## src/rtl/xlnx_startup_seq_pkg.sv

```systemverilog
// Shared definitions for the link bring-up sequencer.
// State encodings are fixed 4-bit values exported on debug_state.
package xlnx_startup_pkg;

  typedef enum logic [3:0] {
    IDLE      = 4'd0,
    PROBE     = 4'd1,
    CLK_EN    = 4'd2,
    PHY_REL   = 4'd3,
    MMCM_RST  = 4'd4,
    MMCM_REL  = 4'd5,
    WAIT_LOCK = 4'd6,
    LOGIC_H   = 4'd7,
    LOGIC_L   = 4'd8,
    DONE      = 4'd9,
    NEXT      = 4'd10
  } state_e;

  localparam int LOCK_LOSS_LEN = 16;

endpackage

```

## src/rtl/xlnx_startup_seq_next_mode.sv

```systemverilog
// Finds the lowest enabled mode and the next enabled mode above cur.
// wrap_o is set when no enabled mode lies above cur.
module xlnx_startup_next_mode #(
  parameter int NMODES = 2,
  parameter int IW     = 1
) (
  input  logic [NMODES-1:0] en_i,
  input  logic [IW-1:0]     cur_i,
  output logic [IW-1:0]     first_o,
  output logic [IW-1:0]     next_o,
  output logic              wrap_o
);

  always_comb begin
    first_o = '0;
    next_o  = '0;
    wrap_o  = 1'b1;
    for (int i = NMODES - 1; i >= 0; i--) begin
      if (en_i[i]) begin
        first_o = IW'(i);
        if (i > int'(cur_i)) begin
          next_o = IW'(i);
          wrap_o = 1'b0;
        end
      end
    end
    if (wrap_o) next_o = first_o;
  end

endmodule

```

## src/rtl/xlnx_startup_seq.sv

```systemverilog
// Multi-mode link bring-up sequencer on the configuration clock.
// Define STARTUP_LOCK_MONITOR_EN to restart on lock loss in DONE.
module xlnx_startup_seq
  import xlnx_startup_pkg::*;
#(
  parameter int NMODES     = 2,
  parameter int PROBE_BITS = 28,
  parameter int STEP_BITS  = 8,
  parameter int LOCK_STEPS = 4,
  parameter int MAX_RETRY  = 3
) (
  input  logic              cfg_mclk,
  input  logic              cfg_rst,
  input  logic [NMODES-1:0] mode_en,
  input  logic [NMODES-1:0] clk_ready,
  input  logic              mmcm_lock,
  output logic [NMODES-1:0] mode_sel,
  output logic              mmcm_rst_n,
  output logic [NMODES-1:0] phy_clk_en,
  output logic [NMODES-1:0] phy_nrst,
  output logic              logic_reset,
  output logic              user_reset,
  output logic              done,
  output logic              fail,
  output logic [3:0]        retry_cnt,
  output logic [3:0]        debug_state
);

  localparam int IW  = (NMODES > 1) ? $clog2(NMODES) : 1;
  localparam int LW  = $clog2(LOCK_STEPS) + 1;
  localparam int CW0 = (PROBE_BITS > STEP_BITS + LW) ?
                       PROBE_BITS : STEP_BITS + LW;
  localparam int CW  = (CW0 < 5) ? 5 : CW0;

  localparam logic [CW-1:0] PROBE_LAST =
    CW'((64'd1 << PROBE_BITS) - 64'd1);
  localparam logic [CW-1:0] STEP_LAST =
    CW'((64'd1 << STEP_BITS) - 64'd1);
  localparam logic [CW-1:0] WAIT_LAST =
    CW'(64'(LOCK_STEPS) * (64'd1 << STEP_BITS) - 64'd1);
`ifdef STARTUP_LOCK_MONITOR_EN
  localparam logic [CW-1:0] LOSS_LAST = CW'(LOCK_LOSS_LEN - 1);
`endif

  state_e            state_q, state_d;
  logic [CW-1:0]     cnt_q, cnt_d;
  logic [IW-1:0]     mode_q, mode_d;
  logic [NMODES-1:0] en_q, en_d;
  logic [NMODES-1:0] sel_q, sel_d;
  logic [NMODES-1:0] clk_en_q, clk_en_d;
  logic [NMODES-1:0] nrst_q, nrst_d;
  logic              mrst_n_q, mrst_n_d;
  logic              lrst_q, lrst_d;
  logic              urst_q, urst_d;
  logic              done_q, done_d;
  logic              fail_q, fail_d;
  logic [3:0]        retry_q, retry_d;
  logic              lock_meta_q, lock_sync_q;

  logic [NMODES-1:0] search_en;
  logic [IW-1:0]     first_m, next_m, tgt;
  logic              wrap, launch;

  assign search_en = (state_q == IDLE) ? mode_en : en_q;

  xlnx_startup_next_mode #(
    .NMODES (NMODES),
    .IW     (IW)
  ) u_next (
    .en_i    (search_en),
    .cur_i   (mode_q),
    .first_o (first_m),
    .next_o  (next_m),
    .wrap_o  (wrap)
  );

  always_comb begin
    state_d  = state_q;
    cnt_d    = cnt_q + CW'(1);
    mode_d   = mode_q;
    en_d     = en_q;
    sel_d    = sel_q;
    clk_en_d = clk_en_q;
    nrst_d   = nrst_q;
    mrst_n_d = mrst_n_q;
    lrst_d   = lrst_q;
    urst_d   = urst_q;
    done_d   = done_q;
    fail_d   = fail_q;
    retry_d  = retry_q;
    launch   = 1'b0;
    tgt      = first_m;
    case (state_q)
      IDLE: begin
        en_d = mode_en;
        if (mode_en == '0) fail_d = 1'b1;
        else launch = 1'b1;
      end
      PROBE: begin
        if (cnt_q == PROBE_LAST) begin
          if (lock_sync_q) begin
            urst_d  = 1'b0;
            done_d  = 1'b1;
            state_d = DONE;
          end else begin
            state_d = NEXT;
          end
        end
      end
      CLK_EN: begin
        // no timeout: a dead reference clock parks the FSM here
        if (cnt_q == '0 && !clk_ready[mode_q]) cnt_d = '0;
        if (cnt_q == STEP_LAST) begin
          nrst_d[mode_q] = 1'b1;
          state_d        = PHY_REL;
        end
      end
      PHY_REL: begin
        if (cnt_q == STEP_LAST) begin
          mrst_n_d = 1'b0;
          state_d  = MMCM_RST;
        end
      end
      MMCM_RST: begin
        if (cnt_q == STEP_LAST) begin
          mrst_n_d = 1'b1;
          state_d  = MMCM_REL;
        end
      end
      MMCM_REL: begin
        if (cnt_q == STEP_LAST) state_d = WAIT_LOCK;
      end
      WAIT_LOCK: begin
        if (cnt_q == WAIT_LAST) begin
          if (lock_sync_q) begin
            state_d = LOGIC_H;
          end else begin
            retry_d = retry_q + 4'd1;
            if (retry_d >= 4'(MAX_RETRY)) begin
              state_d = NEXT;
            end else begin
              mrst_n_d = 1'b0;
              state_d  = MMCM_RST;
            end
          end
        end
      end
      LOGIC_H: begin
        lrst_d = 1'b1;
        if (cnt_q == STEP_LAST) begin
          lrst_d  = 1'b0;
          urst_d  = 1'b0;
          state_d = LOGIC_L;
        end
      end
      LOGIC_L: begin
        done_d  = 1'b1;
        state_d = DONE;
      end
      NEXT: begin
        sel_d    = '0;
        clk_en_d = '0;
        nrst_d   = '0;
        retry_d  = '0;
        tgt      = next_m;
        launch   = 1'b1;
        if (wrap) fail_d = 1'b1;
      end
      DONE: begin
`ifdef STARTUP_LOCK_MONITOR_EN
        if (lock_sync_q) begin
          cnt_d = '0;
        end else if (cnt_q == LOSS_LAST) begin
          done_d  = 1'b0;
          urst_d  = 1'b1;
          lrst_d  = 1'b1;
          retry_d = '0;
          if (mode_q == '0) begin
            state_d = PROBE;
          end else begin
            mrst_n_d = 1'b0;
            state_d  = MMCM_RST;
          end
        end
`else
        cnt_d = cnt_q;
`endif
      end
      default: state_d = IDLE;
    endcase
    if (launch) begin
      mode_d = tgt;
      sel_d  = NMODES'(1) << tgt;
      if (tgt == '0) begin
        state_d = PROBE;
      end else begin
        clk_en_d[tgt] = 1'b1;
        state_d       = CLK_EN;
      end
    end
    if (state_d != state_q) cnt_d = '0;
  end

  always_ff @(posedge cfg_mclk) begin
    lock_meta_q <= mmcm_lock;
    lock_sync_q <= lock_meta_q;
    if (cfg_rst) begin
      state_q  <= IDLE;
      cnt_q    <= '0;
      mode_q   <= '0;
      en_q     <= '0;
      sel_q    <= '0;
      clk_en_q <= '0;
      nrst_q   <= '0;
      mrst_n_q <= 1'b1;
      lrst_q   <= 1'b1;
      urst_q   <= 1'b1;
      done_q   <= 1'b0;
      fail_q   <= 1'b0;
      retry_q  <= '0;
    end else begin
      state_q  <= state_d;
      cnt_q    <= cnt_d;
      mode_q   <= mode_d;
      en_q     <= en_d;
      sel_q    <= sel_d;
      clk_en_q <= clk_en_d;
      nrst_q   <= nrst_d;
      mrst_n_q <= mrst_n_d;
      lrst_q   <= lrst_d;
      urst_q   <= urst_d;
      done_q   <= done_d;
      fail_q   <= fail_d;
      retry_q  <= retry_d;
    end
  end

  assign mode_sel    = sel_q;
  assign mmcm_rst_n  = mrst_n_q;
  assign phy_clk_en  = clk_en_q;
  assign phy_nrst    = nrst_q;
  assign logic_reset = lrst_q;
  assign user_reset  = urst_q;
  assign done        = done_q;
  assign fail        = fail_q;
  assign retry_cnt   = retry_q;
  assign debug_state = state_q;

endmodule

```

## config.mk

```make
export PLATFORM = sky130hd
export DESIGN_NAME = xlnx_startup_seq
export DESIGN_NICKNAME = d
export VERILOG_FILES = /design/src/rtl/xlnx_startup_seq_pkg.sv /design/src/rtl/xlnx_startup_seq_next_mode.sv /design/src/rtl/xlnx_startup_seq.sv
export SDC_FILE = /design/constraint.sdc
export NUM_CORES = 1
export LEC_CHECK = 0
export CORE_AREA = 2 2 81 83
export DETAILED_ROUTE_END_ITERATION = 7
export DIE_AREA = 0 0 83 85
export GPL_TIMING_DRIVEN = 0
export PLACE_DENSITY = 0.68
export SKIP_LAST_GASP = 1
export SLEW_MARGIN = 20
export SYNTH_ARGS = -nofsm -noshare
export SYNTH_HDL_FRONTEND = slang
export SYNTH_SLANG_ARGS = --single-unit
```

## constraint.sdc

```tcl
create_clock -name cfg_mclk -period 4 [get_ports cfg_mclk]
set_clock_uncertainty 0.05 [all_clocks]
set_input_delay 0.8 -clock cfg_mclk [delete_from_list [all_inputs] [get_ports cfg_mclk]]
set_output_delay 0.8 -clock cfg_mclk [all_outputs]
set_load 0.01 [all_outputs]
```

==> After elaboration in Yosys (flattened, before gate mapping) <==
Index checks and enable logic that the tools add are counted.
{ "word_totals": {"inputBits": 7, "register_bits": 52, "latchBits": 0, "out_inout_bits": 19, "ramBits": 0, "mem_count": 0, "romBits": 0} }
{ "op_classes": {"n_addsub": 2, "shift": 1, "bitwise": 2, "n_mul": 0, "reduce_logical": 22, "order_cmp": 6, "n_eq_ne": 25, "div_mod_pow": 0, "n_mux": 58} }
{ "ops": {"columns": ["op", "count"], "rows": [
  ["$pmux W28 S2", 1],
  ["$mux W4", 12],
  ["$pmux W4 S9", 1],
  ["$add A28 B1 Y28 const B", 1],
  ["$eq A28 B10 Y1 const B", 1],
  ["$eq A28 B28 Y1 const B", 1],
  ["$eq A28 B8 Y1 const B", 1],
  ["$logic_not A28 Y1", 1],
  ["$mux W28", 1],
  ["$mux W1", 25],
  ["$mux W2", 9],
  ["$ne A2 B2 Y1 const B", 9],
  ["$eq A4 B3 Y1 const B", 4],
  ["$eq A4 B4 Y1 const B", 3],
  ["$reduce_bool A2 Y1", 6],
  ["$reduce_and A3 Y1", 3],
  ["$eq A4 B2 Y1 const B", 2],
  ["$pmux W1 S2", 4],
  ["$pmux W4 S2", 1],
  ["$reduce_and A6 Y1", 1],
  ["$add A4 B1 Y4 const B", 1],
  ["$eq A4 B1 Y1 const B", 1],
  ["$ge A4 B2 Y1 const B", 1],
  ["$logic_not A4 Y1", 1],
  ["18 further kinds", 25]
]} }

==> Longest topological paths before layout <==
Gate-level depths: netlist of the first run.
{ "depth": {"ltp_word": 13, "ltp_mapped": 10} }

==> Hierarchy <==
Synthesis of the first run repeated with hierarchy kept, for this count alone.
{ "hier_totals": {"cells_unflattened": 357, "area_unflattened_um2": 2837.7} }
{ "by_module_without_submodules": {"columns": ["module", "seq_area_each_um2", "instances", "area_per_inst_um2", "cells_each"], "rows": [
  ["xlnx_startup_seq", 1041.0, 1, 2813.9, 354],
  ["xlnx_startup_next_mode", 0.0, 1, 23.8, 3]
]} }

==> Worst setup path after synthesis of the first run <==
Ideal clock, no wire load.
{ "synth_timing": {"kind": "reg-to-reg", "startpoint": "reg cnt_q[10]", "endpoint": "reg cnt_q[22]", "path_stages_with_launch": 9, "required_time_ns": 3.877, "period_less_slack_ns": 2.811, "arrival_ns": 2.688, "slack_ns": 1.189, "cell_sequence": "dfxtp_1 > or4_4 > nor4b_4 > nand4_2 > mux2_4 > a2111oi_4 > o311ai_4 > buf_6 > nor3_4"} }
{ "synth_between": {"elab_chain_cells": 6} }
{ "synth_rtl": {"columns": ["item", "line", "source"], "rows": [
  ["start: declaration", "xlnx_startup_seq.sv:46", "logic [CW-1:0] cnt_q, cnt_d;"],
  ["start signal: assignment", "xlnx_startup_seq.sv:223", "cnt_q <= cnt_d;"],
  ["$eq A28 B8 Y1 (tied with other cells)", null, null],
  ["$mux W4 (tied with other cells)", "xlnx_startup_seq.sv:150", "if (cnt_q == STEP_LAST) begin"],
  ["$pmux W4 S9", "xlnx_startup_seq.sv:93", "case (state_q)"],
  ["$mux W4", "xlnx_startup_seq.sv:191", "if (launch) begin"],
  ["$ne A4 B4 Y1", "xlnx_startup_seq.sv:201", "if (state_d != state_q) cnt_d = '0;"],
  ["$reduce_or A2 Y1 (no line)", null, null]
]} }
Parallel ways exist; a longest one is shown, timed or not.
A chain may end at the register's enable or synchronous reset.

==> Worst setup path in the final report of the first run <==
{ "layout_timing": {"startpoint": "reg cnt_q[10]", "endpoint": "reg cnt_q[25]"} }
Same word-level chain as after synthesis.

==> summary.md, run 1 <==
| Metric | Value |
|---|---|
| Power Total | `0.001416 W` |
| Worst path max stage delay | `560 ps` |
| Pwr per Cell Area | `just over 400 nW/um^2` |
| Worst Tran Pin Value | `1010 ps` |
| Critical path class | `flip-flop to flip-flop` |
| Vias | `2582` |
| FMAX | `306.9 MHz` |
| Peak VDD IR | `0.2358 mV` |
| Most used DFF post-synth | `dfxtp_1` |
| Final setup violation count | `0` |
| EDFF count, synth | `0` |
| Synthesized Nets | `around 340` |
| Die height | `85 um` |
| GRT Resource Usage Total | `0.2003` |
| DIE WIDTH | `just over 80 um` |
| Crit share post-route | `0.8146` |
| Worst hold margin | `~280 ps` |
| DP HPWL | `about 5 mm` |
| Cell count along the critical path | `9` |
| Reg-to-reg slack, setup | `740 ps` |
| Core area | `6205 um^2` |
| Post-Syn Instances | `331` |
| Routed WL | `6.843 mm` |
| Hold Crit Endpoint | `lock_sync_q` |
| WP buf/inv | `2` |
| Synthesized area per cell | `~9 um^2` |
| Relative slew slack | `0.3250` |
| # diodes | `0` |
| Vias/cell | `5.855` |
| Sequential-to-total area share from yosys stat | `0.3506` |
| Hold Path Class | `flip-flop to flip-flop` |
| Leakage power | `1.152 nW` |
| Pre-CTS setup slack | `557.9 ps` |
| CTS tree | `done` |
| Largest net degree at the start of global routing | `16` |
| Total CTS buffers | `5` |
| Netlist cell types | `61` |
| Row count | `29` |
| Drt pass-1 iters | `4` |
| Clk sink count | `52` |
| Num ports | `26` |
| Crit path arrival time | `3410 ps` |
| Drt initial violations | `171` |
| Antenna Nets Post-Route | `0` |
| # DRC | `0` |
| Critical path's top delay family | `simple AND/OR/NAND/NOR gates` |
| Post-CTS Hold Buffers | `0` |
| Reg2reg path depth | `9` |
| Commonest non-fill, non-tap cells in the layout | `52 x dfxtp_1, 34 x nor2_1, 25 x clkdlybuf4s50_1, 23 x nor3_1, 20 x nor3_2` |
| Leading cell type in the layout, fill and taps excluded | `dfxtp_1` |
| Max-cap violations | `0` |
| Req. time, crit path | `4150 ps` |
| Critical-path top delay cell | `or4_4` |
| Final Max Slew Viols | `0` |
| Seq cells post-synth | `52` |
| Reg2reg end | `cnt_q[25]` |
| Die area | `between 7000 and 8000 um^2` |
| Post-CTS setup repair buffer count | `0` |
| Avg WL per Cell | `15.52 um` |
| CP Capture Type | `flip-flop` |
| GP Congestion | `0.9271` |
| Hold depth | `0` |
| Yosys Warn Count | `0` |
| CTS clk-pin slew, worst paths | `90 ps` |
| Share of cells above drive strength 1 | `0.1621` |
| Most used cell, CP | `buf_4` |
| Asr flop ratio synth | `0` |
| Port Buffers | `25` |
| Hold path startpoint | `lock_meta_q` |
| Final WS setup | `741.6 ps` |
| RSZ-0062 raised after global routing | `false` |
| Final Hold Fails | `0` |
| First-pass GRT wire length | `between 10 and 15 mm` |
| H-tree Lvls | `2` |
| Initial Util | `0.4785` |
| Worst-path fanout max | `10` |
| Vias in the first global route | `2457` |
| Setup crit start kind | `flip-flop` |
| Nets | `374` |
| Area growth, synth to finish | `14.83%` |
| Setup TNS | `0 ps` |
| Status | `finished clean` |
| PostCTS Resize Cnt | `0` |
| Mapped Area | `between 2000 and 3000 um^2` |
| Antenna violations before repair | `0` |
| Root Buffer | `clkbuf_8` |
| Critical R2R Launch | `cnt_q[10]` |
| CTS max path bufs | `2` |
| Worst-path cell chain | `or4_4 -> nor4b_4 -> and3_2 -> buf_4 -> mux2i_1 -> o211ai_1 -> xor2_2 -> buf_4 -> nor3_2` |
| Grt ovf | `0` |
| Fin crit period | `3258 ps` |
| Worst skew pair latency | `approximately 300 ps` |
-- kinds of logic (layout without fill, tap and decap cells) --
logic type	after synthesis	count (layout)	synth area share
muxes	8	8	0.02950
and+or+nand+nor	166	166	0.3468
xor gates and xnor gates	27	27	0.08218
buffers and inverters	26	59	0.04973
adders and majority gates	4	4	0.01686
DFF	52	52	0.3506
AOI/OAI and AO/OA	48	48	0.1243
-- worst max path at each step --
stage | endpoint | from
finish | cnt_q[25] | cnt_q[10]
detailed placement | cnt_q[25] | mode_en[1]
global route | cnt_q[24] | cnt_q[0]
CTS | cnt_q[25] | debug_state[1]
floorplan | cnt_q[22] | cnt_q[10]
global placement | cnt_q[21] | mode_en[1]
-- final cells by class --
cell class	instances	area [um^2]
Fill cell	570	2795
Multi-Input combinational cell	253	1780
Sequential cell	52	1041
Timing Repair Buffer	25	250.2
Buffer	16	110.1
Tap cell	77	96.34
Clock buffer	7	86.33
Inverter	10	37.54
Clock inverter	1	7.507
-- routing by layer --
layer / routed length (um) / GRT usage / vias to the layer above
li1: - / - / 1277
met1: 3039 / 0.2542 / 1223
met2: 3405 / 0.3490 / 73
met3: 300 / 0.03794 / 9
met4: 98 / 0.05663 / 0
met5: 0 / 0 / -
-- state kept, by name, summed over array words and instances (netlist names) --
signal,cells
mode_q,1
mode_sel,2
lock_meta_q,1
cnt_q,28
done,1
debug_state,4
fail,1
logic_reset,1
phy_clk_en,2
en_q,2
lock_sync_q,1
user_reset,1
retry_cnt,4
phy_nrst,2
mmcm_rst_n,1
-- through the flow --
step           cells  instance area [um^2]    util
2_1_floorplan    331                  2969       -
6_report         441                  3410  0.5495
3_3_place_gp     433                  3316  0.5344
4_1_cts          441                  3410  0.5495
3_5_place_dp     433                  3316  0.5344
5_1_grt          441                  3410  0.5495
-- worst reg2reg max path, cell delays in order, from the launching register on --
cell and delay [ps]:
dfxtp_1 360, or4_4 560, nor4b_4 490, and3_2 250, buf_4 170, mux2i_1 200
o211ai_1 170, xor2_2 520, buf_4 330, nor3_2 70
-- power breakdown --
| part | switching, W | internal, W |
|---|---|---|
| combinational | 0.000335 | 0.000198 |
| sequential | 0.0000217 | 0.000548 |
| clock | 0.000171 | 0.000141 |
| total | 0.000528 | 0.000888 |
-- cells in the mapped netlist, types with 2 or more instances --
master,n,area share
dfxtp_1,52,0.35
nor2_1,34,0.043
nor3_1,23,0.039
nor3_2,20,0.067
xor2_1,19,0.056
nand4_1,18,0.038
nand2_1,16,0.020
nand3_1,14,0.024
a21oi_1,11,0.019
inv_1,10,0.013
o21ai_0,8,0.013
buf_4,7,0.018
xnor2_1,7,0.021
clkbuf_1,5,0.0063
mux2i_1,5,0.017
nand2b_1,5,0.011
nor4_1,5,0.011
a31oi_1,4,0.0084
ha_1,4,0.017
a31o_2,3,0.0089
and2_1,3,0.0063
and3_1,3,0.0063
buf_6,3,0.011
o211ai_1,3,0.0076
o31ai_1,3,0.0076
or4_1,3,0.0076
a21o_1,2,0.0051
mux2_2,2,0.0076
nor2b_1,2,0.0042
nor3b_1,2,0.0051
nor4_2,2,0.0084
nor4b_1,2,0.0059
or2_2,2,0.0042
or4bb_1,2,0.0076
(Power assumes the default switching activity.)
==> run 2: changes to the inputs <==
Clock period 4 ns to 3.3 ns, I/O delays scaled along.
==> run 2 against run 1 <==
Worst hold slack is essentially flat; sequential power is 21% higher; via count hardly changed; flip-flop and latch count unchanged.
==> summary.md, run 2 (synthesis gave the netlist of run 1 again) <==
| Metric | Value |
|---|---|
| H-tree Lvls | `2 (unchanged)` |
| Post-CTS Hold Buffers | `0 (unchanged)` |
| Hold Path Class | `flip-flop to flip-flop` |
| Largest net degree at the start of global routing | `16 (unchanged)` |
| Clk sink count | `52 (unchanged)` |
| Non-Filler Instances | `444 (+0.68%)` |
| Antenna Nets Post-Route | `0 (unchanged)` |
| Reg-to-reg slack, setup | `200 ps (-540 ps)` |
| Root Buffer | `clkbuf_8` |
| Antenna violations before repair | `0 (unchanged)` |
| Pre-CTS setup slack | `-2.104 ps (-560.0 ps)` |
| Critical-path top delay cell | `or4_1` |
| Worst skew pair latency | `310 ps (about the same)` |
| # diodes | `0 (unchanged)` |
| Finished Cell Area | `3458 um^2 (+1.4%)` |
| Port Buffers | `25 (unchanged)` |
| Worst-path fanout max | `10 (unchanged)` |
| Max-cap violations | `0 (unchanged)` |
| DP HPWL | `5.049 mm (unchanged)` |
| Row count | `29 (unchanged)` |
| Hold path startpoint | `lock_meta_q` |
| Int Pwr | `0.001089 W (+23%)` |
| Num ports | `26 (unchanged)` |
| DIE WIDTH | `83 um (unchanged)` |
| Req. time, crit path | `3460 ps (-690 ps)` |
| CP Capture Type | `flip-flop` |
| Setup crit start kind | `flip-flop` |
| Drt initial violations | `175 (+2.3%)` |
| First-pass GRT wire length | `11.74 mm (unchanged)` |
| Grt ovf | `0 (unchanged)` |
| Final setup violation count | `0 (unchanged)` |
| CTS tree | `done` |
| CP Launch Point | `cnt_q[16]` |
| Final WS setup | `200.7 ps (-540.9 ps)` |
| Largest register FFs | `28 (unchanged)` |
| Peak VDD IR | `0.2850 mV (+21%)` |
| Pwr per Cell Area | `503.7 nW/um^2 (+21%)` |
| Share of cells above drive strength 1 | `0.1717 (+0.009574)` |
| Relative slew slack | `0.3454 (+0.02038)` |
| Sw Share | `0.3750 (+0.002233)` |
| Worst Tran Pin Value | `979.8 ps (-30.50 ps)` |
| GRT Resource Usage Total | `0.2003 (unchanged)` |
| Initial Util | `0.4785 (unchanged)` |
| Leakage power | `1.174 nW (+1.9%)` |
| Leading cell type in the layout, fill and taps excluded | `dfxtp_1` |
| Vias | `2584 (+0.077%)` |
| RSZ-0062 raised after global routing | `false` |
| Core area | `6205 um^2 (unchanged)` |
| Die height | `85 um (unchanged)` |
| Area growth, synth to finish | `16.48%` |
| Logic gate share of total power | `0.386 (+0.009)` |
| Routed WL | `6.907 mm (+0.94%)` |
| Total CTS buffers | `5 (unchanged)` |
| Worst-path cell chain | `or4_1 -> nor3_2 -> and3_2 -> buf_4 -> mux2i_1 -> o211ai_1 -> xor2_4 -> buf_4 -> nor3_2` |
| Clk pwr share | `0.217 (-0.004)` |
| Critical path class | `flip-flop to flip-flop` |
| CTS max path bufs | `2 (unchanged)` |
| Worst path max stage delay | `560 ps (about the same)` |
| Status | `finished clean` |
| Drt pass-1 iters | `4 (unchanged)` |
| FMAX | `322.7 MHz (+5.1%)` |
| # DRC | `0 (unchanged)` |
| Final Hold Fails | `0 (unchanged)` |
| Switch Pwr | `0.0006532 W (+24%)` |
| Top reg by flops | `cnt_q` |
| Final Max Slew Viols | `0 (unchanged)` |
| Placed inst area | `3316 um^2 (unchanged)` |
| Die area | `7055 um^2 (unchanged)` |
| Critical R2R Launch | `cnt_q[16]` |
| Placed cell count | `433 (unchanged)` |
| Avg WL per Cell | `15.56 um (+0.25%)` |
| Crit share post-route | `0.9392 (+0.1246)` |
| Crit path arrival time | `3250 ps (-160 ps)` |
| CTS clk-pin slew, worst paths | `90 ps (about the same)` |
| Seq pwr share | `0.397 (-0.006)` |
| Commonest non-fill, non-tap cells in the layout | `52 x dfxtp_1, 34 x nor2_1, 25 x clkdlybuf4s50_1, 23 x nor3_1, 20 x nor3_2` |
| Nets | `377 (+0.80%)` |
| Vias in the first global route | `2457 (unchanged)` |
| Fin crit period | `3099 ps (-159.1 ps)` |
| Vias/cell | `5.820 (-0.60%)` |
| GP Congestion | `0.9271 (unchanged)` |
==> run 2: cell types whose count changed in the layout (fill, tap and decap cells not counted) <==
cell    previous run  this run
nor4_1             5         4
xor2_2             1         0
buf_4              7        10
nor4_4             0         1
xor2_4             0         1
==> run 2: worst paths after layout <==
| kind | to | cells past startpoint |
|---|---|---|
| setup reg to reg | cnt_q[25] | 9 |
| setup / recovery | cnt_q[25] | 9 |
| hold reg to reg | lock_sync_q | 0 |
| hold / removal | lock_sync_q | 0 |
==> run 2: area by class of cell <==
class / instances / area (um^2)
repair buffers: 28 / 272.8
fillers: 565 / 2746
well taps: 77 / 96.34
flip-flops and latches: 52 / 1041
clock buffers: 7 / 86.33
inverters: 10 / 37.54
multi-input cells: 253 / 1807
clock inverters: 1 / 7.507
plain buffers: 16 / 110.1
==> run 2: stage by stage <==
stage	utilization	hold WS [ps]	setup TNS, ps	power [W]
floorplan	-	259.6	0	0.001192
global placement	0.5344	262.0	0	0.001351
detailed placement	0.5344	265.0	-2.104	0.001354
CTS	0.5495	287.4	0	0.001737
global route	0.5574	299.1	0	0.001828
finish	0.5574	283.6	0	0.001742
==> run 2: per-layer routing <==
layer | part of all wire | GRT usage | vias up
met4 | 0.013 | 0.05663 | 0
met5 | 0 | 0 | -
met2 | 0.50 | 0.3490 | 65
li1 | - | - | 1283
met1 | 0.44 | 0.2542 | 1228
met3 | 0.045 | 0.03794 | 8
==> run 2: worst max-delay path: cells and delay by family, from the launching register on <==
| kind | cells | cell delay, ps |
|---|---|---|
| AND/OR/NAND/NOR | 4 | 1290 |
| buffers and inverters | 2 | 470 |
| XOR/XNOR | 1 | 410 |
| flip-flops | 1 | 370 |
| AO/OA/AOI/OAI | 1 | 220 |
| multiplexers | 1 | 200 |
==> run 2: repair_timing <==
action | in CTS | in global routing
setup endpoints to repair | 0 | 20
buffers inserted | 0 | 3
gates resized for setup | 0 | 3
==> run 2: power by group through the flow <==
stage	sequential [W]	combinational [W]	clock, W
floorplan	0.000710	0.000481	0
finish	0.000691	0.000672	0.000378
global placement	0.000705	0.000645	0
global route	0.000697	0.000718	0.000414
detailed placement	0.000707	0.000647	0
CTS	0.000692	0.000653	0.000392
==> run 3: changes to the inputs <==
Settings changed: SLEW_MARGIN 20 to default.
==> results of run 3 <==
Same layout as run 2: the final DEF is identical, and so are final timing and power.
